<file path="src/rtl/bcd_display_scanner_pkg.sv">
// Shared types and constants for the BCD counter / display scanner.
// A digit code of DIGIT_BLANK is rendered dark by the downstream 7-segment decoder.
package bcd_display_scanner_pkg;

    typedef logic [3:0] bcd_digit_t;

    localparam bcd_digit_t DIGIT_BLANK = 4'hF;
    localparam bcd_digit_t BCD_MAX     = 4'd9;
    localparam bcd_digit_t BCD_ZERO    = 4'd0;

endpackage

</file>
<file path="src/rtl/bcd_display_scanner_digit_counter.sv">
// One decade cell of the BCD counter: counts 0..9 on inc, carries out when rolling 9 -> 0.
// clr overrides inc; the carry is purely combinational so a ripple settles within one cycle.
module bcd_digit_counter
    import bcd_display_scanner_pkg::*;
(
    input  logic       clk,
    input  logic       rst_n,
    input  logic       clr,
    input  logic       inc,
    output logic [3:0] q,
    output logic       carry
);

    bcd_digit_t q_q;
    bcd_digit_t q_d;

    always_comb begin
        q_d = q_q;
        if (clr) begin
            q_d = BCD_ZERO;
        end else if (inc) begin
            q_d = (q_q == BCD_MAX) ? BCD_ZERO : q_q + 4'd1;
        end
    end

    always_ff @(posedge clk) begin
        if (!rst_n) begin
            q_q <= BCD_ZERO;
        end else begin
            q_q <= q_d;
        end
    end

    assign q     = q_q;
    assign carry = inc && (q_q == BCD_MAX);

endmodule

</file>
<file path="src/rtl/bcd_display_scanner.sv">
// Multi-digit BCD up-counter with a time-multiplexed, registered digit/anode scan output.
// Holds the tick prescaler, refresh counter, scan index and leading-zero blanking mux.
module bcd_display_scanner
    import bcd_display_scanner_pkg::*;
#(
    parameter int NUM_DIGITS  = 4,
    parameter int TICK_DIV    = 50000000,
    parameter int REFRESH_DIV = 50000
) (
    input  logic                    clk,
    input  logic                    rst_n,
    input  logic                    en,
    input  logic                    clr,
    input  logic                    blank_lz,
    output logic [4*NUM_DIGITS-1:0] count_bcd,
    output logic                    wrap,
    output logic [3:0]              digit,
    output logic [NUM_DIGITS-1:0]   an
);

    localparam int PRE_W  = (TICK_DIV > 1)    ? $clog2(TICK_DIV)    : 1;
    localparam int REF_W  = (REFRESH_DIV > 1) ? $clog2(REFRESH_DIV) : 1;
    localparam int SCAN_W = (NUM_DIGITS > 1)  ? $clog2(NUM_DIGITS)  : 1;

    localparam logic [PRE_W-1:0]      PRE_LAST  = PRE_W'(TICK_DIV - 1);
    localparam logic [REF_W-1:0]      REF_LAST  = REF_W'(REFRESH_DIV - 1);
    localparam logic [SCAN_W-1:0]     SCAN_LAST = SCAN_W'(NUM_DIGITS - 1);
    localparam logic [NUM_DIGITS-1:0] AN_RESET  = ~NUM_DIGITS'(1);

    logic [PRE_W-1:0]      pre_q, pre_d;
    logic [REF_W-1:0]      ref_q, ref_d;
    logic [SCAN_W-1:0]     scan_q, scan_d;
    logic                  wrap_q, wrap_d;
    logic [NUM_DIGITS-1:0] an_q, an_d;
    bcd_digit_t            digit_q, digit_d;

    logic       tick;
    logic       tick_eff;
    logic       zero_run;
    bcd_digit_t cnt_digit  [NUM_DIGITS];
    bcd_digit_t disp_digit [NUM_DIGITS];

    // clr wins over a coincident tick, so the tick never reaches the digit chain.
    always_comb begin
        tick     = en && (pre_q == PRE_LAST);
        tick_eff = tick && !clr;
        pre_d    = pre_q;
        if (clr || tick) begin
            pre_d = '0;
        end else if (en) begin
            pre_d = pre_q + PRE_W'(1);
        end
    end

    genvar gi;
    generate
        for (gi = 0; gi < NUM_DIGITS; gi++) begin : g_digit
            logic       cell_inc;
            logic       cell_carry;
            bcd_digit_t cell_q;

            if (gi == 0) begin : g_first
                assign cell_inc = tick_eff;
            end else begin : g_next
                assign cell_inc = g_digit[gi-1].cell_carry;
            end

            bcd_digit_counter u_cell (
                .clk   (clk),
                .rst_n (rst_n),
                .clr   (clr),
                .inc   (cell_inc),
                .q     (cell_q),
                .carry (cell_carry)
            );

            assign cnt_digit[gi]           = cell_q;
            assign count_bcd[4*gi +: 4]    = cell_q;
        end
    endgenerate

    // A carry out of the top digit is exactly the all-9s rollover.
    assign wrap_d = g_digit[NUM_DIGITS-1].cell_carry;

    always_comb begin
        ref_d  = (ref_q == REF_LAST) ? '0 : ref_q + REF_W'(1);
        scan_d = scan_q;
        if (ref_q == REF_LAST) begin
            scan_d = (scan_q == SCAN_LAST) ? '0 : scan_q + SCAN_W'(1);
        end
    end

    // Walk from the most significant digit down; zero_run stays high while all digits so far are 0.
    always_comb begin
        zero_run = 1'b1;
        for (int k = NUM_DIGITS - 1; k >= 0; k--) begin
            zero_run      = zero_run && (cnt_digit[k] == BCD_ZERO);
            disp_digit[k] = (k != 0 && blank_lz && zero_run) ? DIGIT_BLANK : cnt_digit[k];
        end
    end

    always_comb begin
        digit_d = BCD_ZERO;
        an_d    = '1;
        for (int k = 0; k < NUM_DIGITS; k++) begin
            if (scan_q == SCAN_W'(k)) begin
                digit_d = disp_digit[k];
                an_d[k] = 1'b0;
            end
        end
    end

    always_ff @(posedge clk) begin
        if (!rst_n) begin
            pre_q   <= '0;
            ref_q   <= '0;
            scan_q  <= '0;
            wrap_q  <= 1'b0;
            an_q    <= AN_RESET;
            digit_q <= BCD_ZERO;
        end else begin
            pre_q   <= pre_d;
            ref_q   <= ref_d;
            scan_q  <= scan_d;
            wrap_q  <= wrap_d;
            an_q    <= an_d;
            digit_q <= digit_d;
        end
    end

    assign wrap  = wrap_q;
    assign an    = an_q;
    assign digit = digit_q;

endmodule

</file>
<file path="config.mk">
export PLATFORM = sky130hd
export DESIGN_NAME = bcd_display_scanner
export DESIGN_NICKNAME = d
export VERILOG_FILES = /design/src/rtl/bcd_display_scanner_pkg.sv /design/src/rtl/bcd_display_scanner_digit_counter.sv /design/src/rtl/bcd_display_scanner.sv
export SDC_FILE = /design/constraint.sdc
export NUM_CORES = 1
export LEC_CHECK = 0
export CORE_AREA = 4 4 92 94
export CTS_BUF_LIST = sky130_fd_sc_hd__clkbuf_2
export DETAILED_ROUTE_END_ITERATION = 10
export DIE_AREA = 0 0 96 98
export PLACE_DENSITY_LB_ADDON = 0.3
export SYNTH_ARGS = -nofsm -noshare
export SYNTH_HDL_FRONTEND = slang
export SYNTH_SLANG_ARGS = --single-unit
</file>
<file path="constraint.sdc">
create_clock -name clk -period 2.1 [get_ports clk]
set_clock_uncertainty 0.1 [all_clocks]
set_input_delay 0.42 -clock clk [delete_from_list [all_inputs] [get_ports clk]]
set_output_delay 0.42 -clock clk [all_outputs]
set_load 0.05 [all_outputs]
</file>
# Yosys cells after proc, flatten, opt, wreduce, memory -nomap -nowiden

Index checks and enable logic that the tools add are counted.

Bits in registers: 69
Bits in latches: 0
Bits in writable memories: 0
ROM bits: 0
Input port bits: 5
Output and inout port bits: 25
Logic and storage cells: 63
Memories: 0

Add/sub/neg operators: 7
Multipliers: 0
Div/mod/pow operators: 0
$lt $le $gt $ge: 0
Eq/ne operators: 9
Shifts and indexed selects: 0
Mux-type cells: 16
Bitwise operators: 1
Reductions and logical operators: 20

Operators by type and width:

| operator              | number |
|---|---|
| $mux 4                | 11 |
| $add 26x1->26 const B | 1 |
| $eq 26x26->1 const B  | 1 |
| $add 16x1->16 const B | 1 |
| $add 4x1->4 const B   | 4 |
| $eq 16x16->1 const B  | 1 |
| $eq 4x4->1 const B    | 4 |
| $logic_not 4->1       | 3 |
| $logic_and 1x1->1     | 11 |
| $reduce_or 2->1       | 3 |
| $eq 2x2->1 const B    | 2 |
| $mux 1                | 4 |
| $add 2x1->2 const B   | 1 |
| $eq 2x1->1 const B    | 1 |
| $logic_not 2->1       | 1 |
| $mux 2                | 1 |
| $logic_not 1->1       | 1 |
| $logic_or 1x1->1      | 1 |
| $not 1->1             | 1 |

# Logic depth before layout (Yosys ltp)

Depth in word-level cells: 8
Depth in mapped cells: 7
Mapped depth without buffers: 6

# Hierarchy

A second synthesis with hierarchy kept.

Cells, all modules: 366
Area total of the unflattened synthesis: 3223.1 sq um

By module, submodules not included:

| module              | times used | cells an instance | area an instance (sq um) | seq. area each (sq um) |
|---|---|---|---|---|
| bcd_display_scanner | 1          | 282               | 2472.4                   | 1061.0 |
| bcd_digit_counter   | 4          | 21                | 187.7                    | 80.1 |

# Worst setup path after synthesis

Ideal clock, no wire load.

Path kind: register to register
Start: register g_digit[1].u_cell.q_q[3]
End: register g_digit[3].u_cell.q_q[1]
Setup time: 0.070 ns
Arrival: 2.137 ns
Required time: 1.930 ns
Setup slack: -0.207 ns
Stages on the path, launching flop included: 6
Path buffers: 0
Period minus slack after synthesis: 2.307 ns
Path through: dfxtp_1 or3b_1 nor4_1 nand4_1 or3_1 a21oi_1

Cells in the longest elaborated chain, start to end: 3

RTL lines:

| element                         | line                                    | RTL |
|---|---|---|
| start, declared                 | bcd_display_scanner_digit_counter.sv:14 | `bcd_digit_t q_q;` |
| start signal, assigned          | bcd_display_scanner_digit_counter.sv:30 | `q_q <= q_d;` |
| $eq 4x4->1                      | bcd_display_scanner_digit_counter.sv:35 | `assign carry = inc && (q_q == BCD_MAX);` |
| $logic_and 1x1->1 (2 in series) | bcd_display_scanner_digit_counter.sv:35 |  |
| end signal, assigned            | bcd_display_scanner_digit_counter.sv:30 |  |
| end, declared                   | bcd_display_scanner_digit_counter.sv:14 |  |

Every way passes these cells.
A chain may end at the register's enable or synchronous reset.

# Final worst setup path

Start: register pre_q[11]
End: register g_digit[3].u_cell.q_q[1]

Cells in the longest elaborated chain, start to end: 6

RTL lines:

| element                         | line                                    | RTL |
|---|---|---|
| start, declared                 | bcd_display_scanner.sv:30               | `logic [PRE_W-1:0] pre_q, pre_d;` |
| start signal, assigned          | bcd_display_scanner.sv:122              | `pre_q <= pre_d;` |
| $eq 26x26->1                    | bcd_display_scanner.sv:45               | `tick = en && (pre_q == PRE_LAST);` |
| $logic_and 1x1->1               | bcd_display_scanner.sv:45               |  |
| $logic_and 1x1->1               | bcd_display_scanner.sv:46               | `tick_eff = tick && !clr;` |
| $logic_and 1x1->1 (3 in series) | bcd_display_scanner_digit_counter.sv:35 |  |

Every way passes these cells.

==> summary.md <==
| Metric | Value |
|---|---|
| Status | `complete, but fails checks` |
| Failing checks | `setup timing` |
| Worst path cell trace | `or4b_4 -> nor4_4 -> buf_6 -> nand4_1 -> or3_1 -> a21oi_1` |
| Critical Path Source | `pre_q[11]` |
| CP Class | `reg -> reg` |
| Worst Setup End Kind | `register` |
| CTS tree | `yes` |
| Post-synthesis sequential area ratio | `0.426` |
| Overflow after GRT | `0` |
| Synthesis-to-finish area growth | `25.5%` |
| Worst R2R Path Depth | `6` |
| Die Wd | `96 um` |
| Setup WS post-layout | `-0.0214 ns` |
| Worst vdd ir | `0.329 mV` |
| Clk slew on worst S/H paths | `0.17 ns` |
| Root Buffer | `clkbuf_2` |
| Worst R2R End | `g_digit[3].u_cell.q[1]` |
| Via count | `2776` |
| Most common cell after layout, fill and taps aside | `nor2_1` |
| Worst endpoint data arrival time | `2.45 ns` |
| Rows | `32` |
| Placer Congestion | `0.795` |
| Final wirelength | `6960 um` |
| Die ar. | `9410 sq um` |
| Final Hold Fails | `0` |
| Worst stage delay on the critical path | `0.55 ns` |
| Largest net degree at the start of global routing | `16` |
| Unrepaired setup endpoints after global routing | `yes` |
| DRT Pass-1 Iters | `4` |
| Dominant synthesized flop cell | `dfxtp_1` |
| Yosys cell types | `46` |
| Post-synthesis sequential element count | `69` |
| Final Cycle Share | `1.01` |
| Diodes inserted | `0` |
| Post-synth EDFFs | `0` |
| Hold EP | `ref_q[0]` |
| First-pass GRT wire length | `11900 um` |
| Vias in the first global route | `2635` |
| Htree depth | `3` |
| Core footprint | `7650 sq um` |
| Final ANT Viol Nets | `0` |
| Avg Cell Area, Syn | `8.78 sq um` |
| Ratio of cells with drive above 1 in the final layout | `0.210` |
| Power Density | `521 nW/um^2` |
| Fill cells | `737` |
| Drt wl/cell | `12.7 um` |
| Initial Util | `0.424` |
| Clk_lat worst skew | `0.49 ns` |
| Initial antenna violation count | `0` |
| Internal reg-to-reg setup slack | `-0.02 ns` |
| Total Routing Usage GR | `0.158` |
| Post-layout minimum cycle time | `2.12 ns` |
| Slew Limit Headroom | `0.661` |
| Crit path buf inv count | `1` |
| Final Max Tran Viols | `0` |
| Post-synth net total | `380` |
| Maxcap violations | `0` |
| LEAKAGE | `1.66 nW` |
| Worst path top cell family by delay | `simple AND/OR/NAND/NOR gates` |
| Fmax | `471 MHz` |
| I/O pins | `30` |
| CTS Buf Count | `9` |
| Drt via density | `5.05` |
| Final setup TNS | `-0.0214 ns` |
| Design area | `4070 sq um` |
| Clock Tree Buf Depth | `2` |
| Final setup viols | `1` |
| Worst min-delay path class | `reg -> reg` |
| Reg2reg start | `pre_q[11]` |
| Dpl hpwl | `5080 um` |
| Die Ht | `98 um` |
| Synth warnings | `0` |
| Worst-Margin Slew | `0.509 ns` |
| Commonest non-fill, non-tap cells in the layout | `63 x nor2_1, 62 x dfxtp_1, 54 x buf_4` |
| Async S/R FF share, synth | `0` |
| Placed cell areas | `3890 sq um` |
| Crit Path Max Fanout | `5` |
| Hold Path Cell Cnt | `1` |
| Worst Setup Start Kind | `register` |
| DRC errors left | `0` |
| Mapped Area | `3240 sq um` |
| Cts hold-fix bufs | `0` |
| Nets | `454` |
| Initial DRC count | `101` |
| Critical Path RT | `2.43 ns` |
| Clk sinks | `69` |
| Port buffer count | `29` |
| Hold Path Origin | `ref_q[0]` |
| Highest-delay cell along the critical path | `or4b_4` |
| Cells after Synth | `369` |
-- report_power, final --
part           internal (mW)  switching (mW)  total [mW]
Sequential              1.32         0.00502        1.32
Combinational         0.0314          0.0370      0.0684
Clock                  0.277           0.451       0.728
-- worst register-to-register path: stages, from the launching register on --
cell and delay [ns]:
dfxtp_2 0.35, or4b_4 0.55, nor4_4 0.24, buf_6 0.16
nand4_1 0.16, or3_1 0.39, a21oi_1 0.13
-- kinds of logic (layout without fill, tap and decap cells) --
kind of cell | Yosys count | count (layout) | synth area share
mux | 8 | 8 | 0.0247
buf+inv | 14 | 93 | 0.0193
flops | 69 | 69 | 0.426
fa+ha+maj | 6 | 6 | 0.0232
compound gates | 37 | 37 | 0.0641
xor+xnor | 44 | 44 | 0.119
simple gates | 191 | 191 | 0.323
-- state kept, by name (all words and copies together), names as in the netlist --
register	flops
pre_q	26
g_digit.u_cell.q	16
ref_q	16
an	4
digit	4
scan_q	2
wrap	1
-- through the flow --
step | cells | power, mW | hold WS (ns) | setup slack (ns) | utilization
finish | 550 | 2.12 | 0.392 | -0.0214 | 0.532
global route | 550 | 2.22 | 0.411 | -0.119 | 0.532
CTS | 547 | 2.15 | 0.391 | -0.0133 | 0.521
detailed placement | 530 | 1.41 | 0.358 | -0.353 | 0.508
global placement | 530 | 1.41 | 0.343 | -0.282 | 0.508
floorplan | 369 | 1.38 | 0.326 | -0.0339 | -
-- metal layers --
| metal | part of all wire | track usage |
|---|---|---|
| met1 | 0.45 | 0.200 |
| met4 | 0.012 | 0.0481 |
| met5 | 0 | 0 |
| met2 | 0.49 | 0.255 |
| met3 | 0.049 | 0.0485 |
-- cell type report --
| type | instances | area, sq um | area share |
|---|---|---|---|
| Sequential cell | 69 | 1390 | 0.342 |
| Timing Repair Buffer | 73 | 589 | 0.145 |
| Tap cell | 102 | 128 | 0.0314 |
| Clock buffer | 11 | 55.1 | 0.0135 |
| Inverter | 4 | 15.0 | 0.00369 |
| Multi-Input combinational cell | 286 | 1840 | 0.452 |
| Clock inverter | 5 | 51.3 | 0.0126 |
-- what timing repair did --
action	4_1_cts	5_1_grt
endpoints found under the setup margin	17	36
setup buffers	1	1
endpoints found under the hold margin	0	0
resized for setup	10	17
cloned	0	2
pin swaps	0	4
-- Yosys cell counts (all sizes together) (2+ instances only) --
library cell   n  share of area
or4b           2         0.0073
nand3         13          0.020
a31oi          6          0.012
nor3           6          0.011
nor4           3          0.010
nor4b          3         0.0081
buf            4         0.0077
clkbuf         6         0.0070
a21oi         12          0.020
or3            5         0.0097
and4b          2         0.0062
dfxtp         69           0.43
nor3b          2         0.0046
and3          14          0.027
nand2b         3         0.0058
nand2         30          0.035
nand3b         3         0.0070
nand4b         3         0.0081
o21ai         16          0.025
nand4bb        2         0.0085
or4            2         0.0046
xnor2         10          0.027
mux2i          8          0.025
ha             6          0.023
nor2          63          0.073
xor2          34          0.092
inv            4         0.0046
and3b          2         0.0054
nand4         19          0.041
nor2b         10          0.019
-- worst max-delay path by stage --
stage               slack [ns]  cells past startpoint                      to
floorplan                -0.03                      5  g_digit[3].u_cell.q[1]
CTS                      -0.01                      6  g_digit[3].u_cell.q[1]
detailed placement       -0.35                      5                digit[1]
finish                   -0.02                      6  g_digit[3].u_cell.q[1]
global route             -0.12                      6  g_digit[3].u_cell.q[1]
global placement         -0.28                      5                digit[1]
Power figures use the tool's default switching activity.
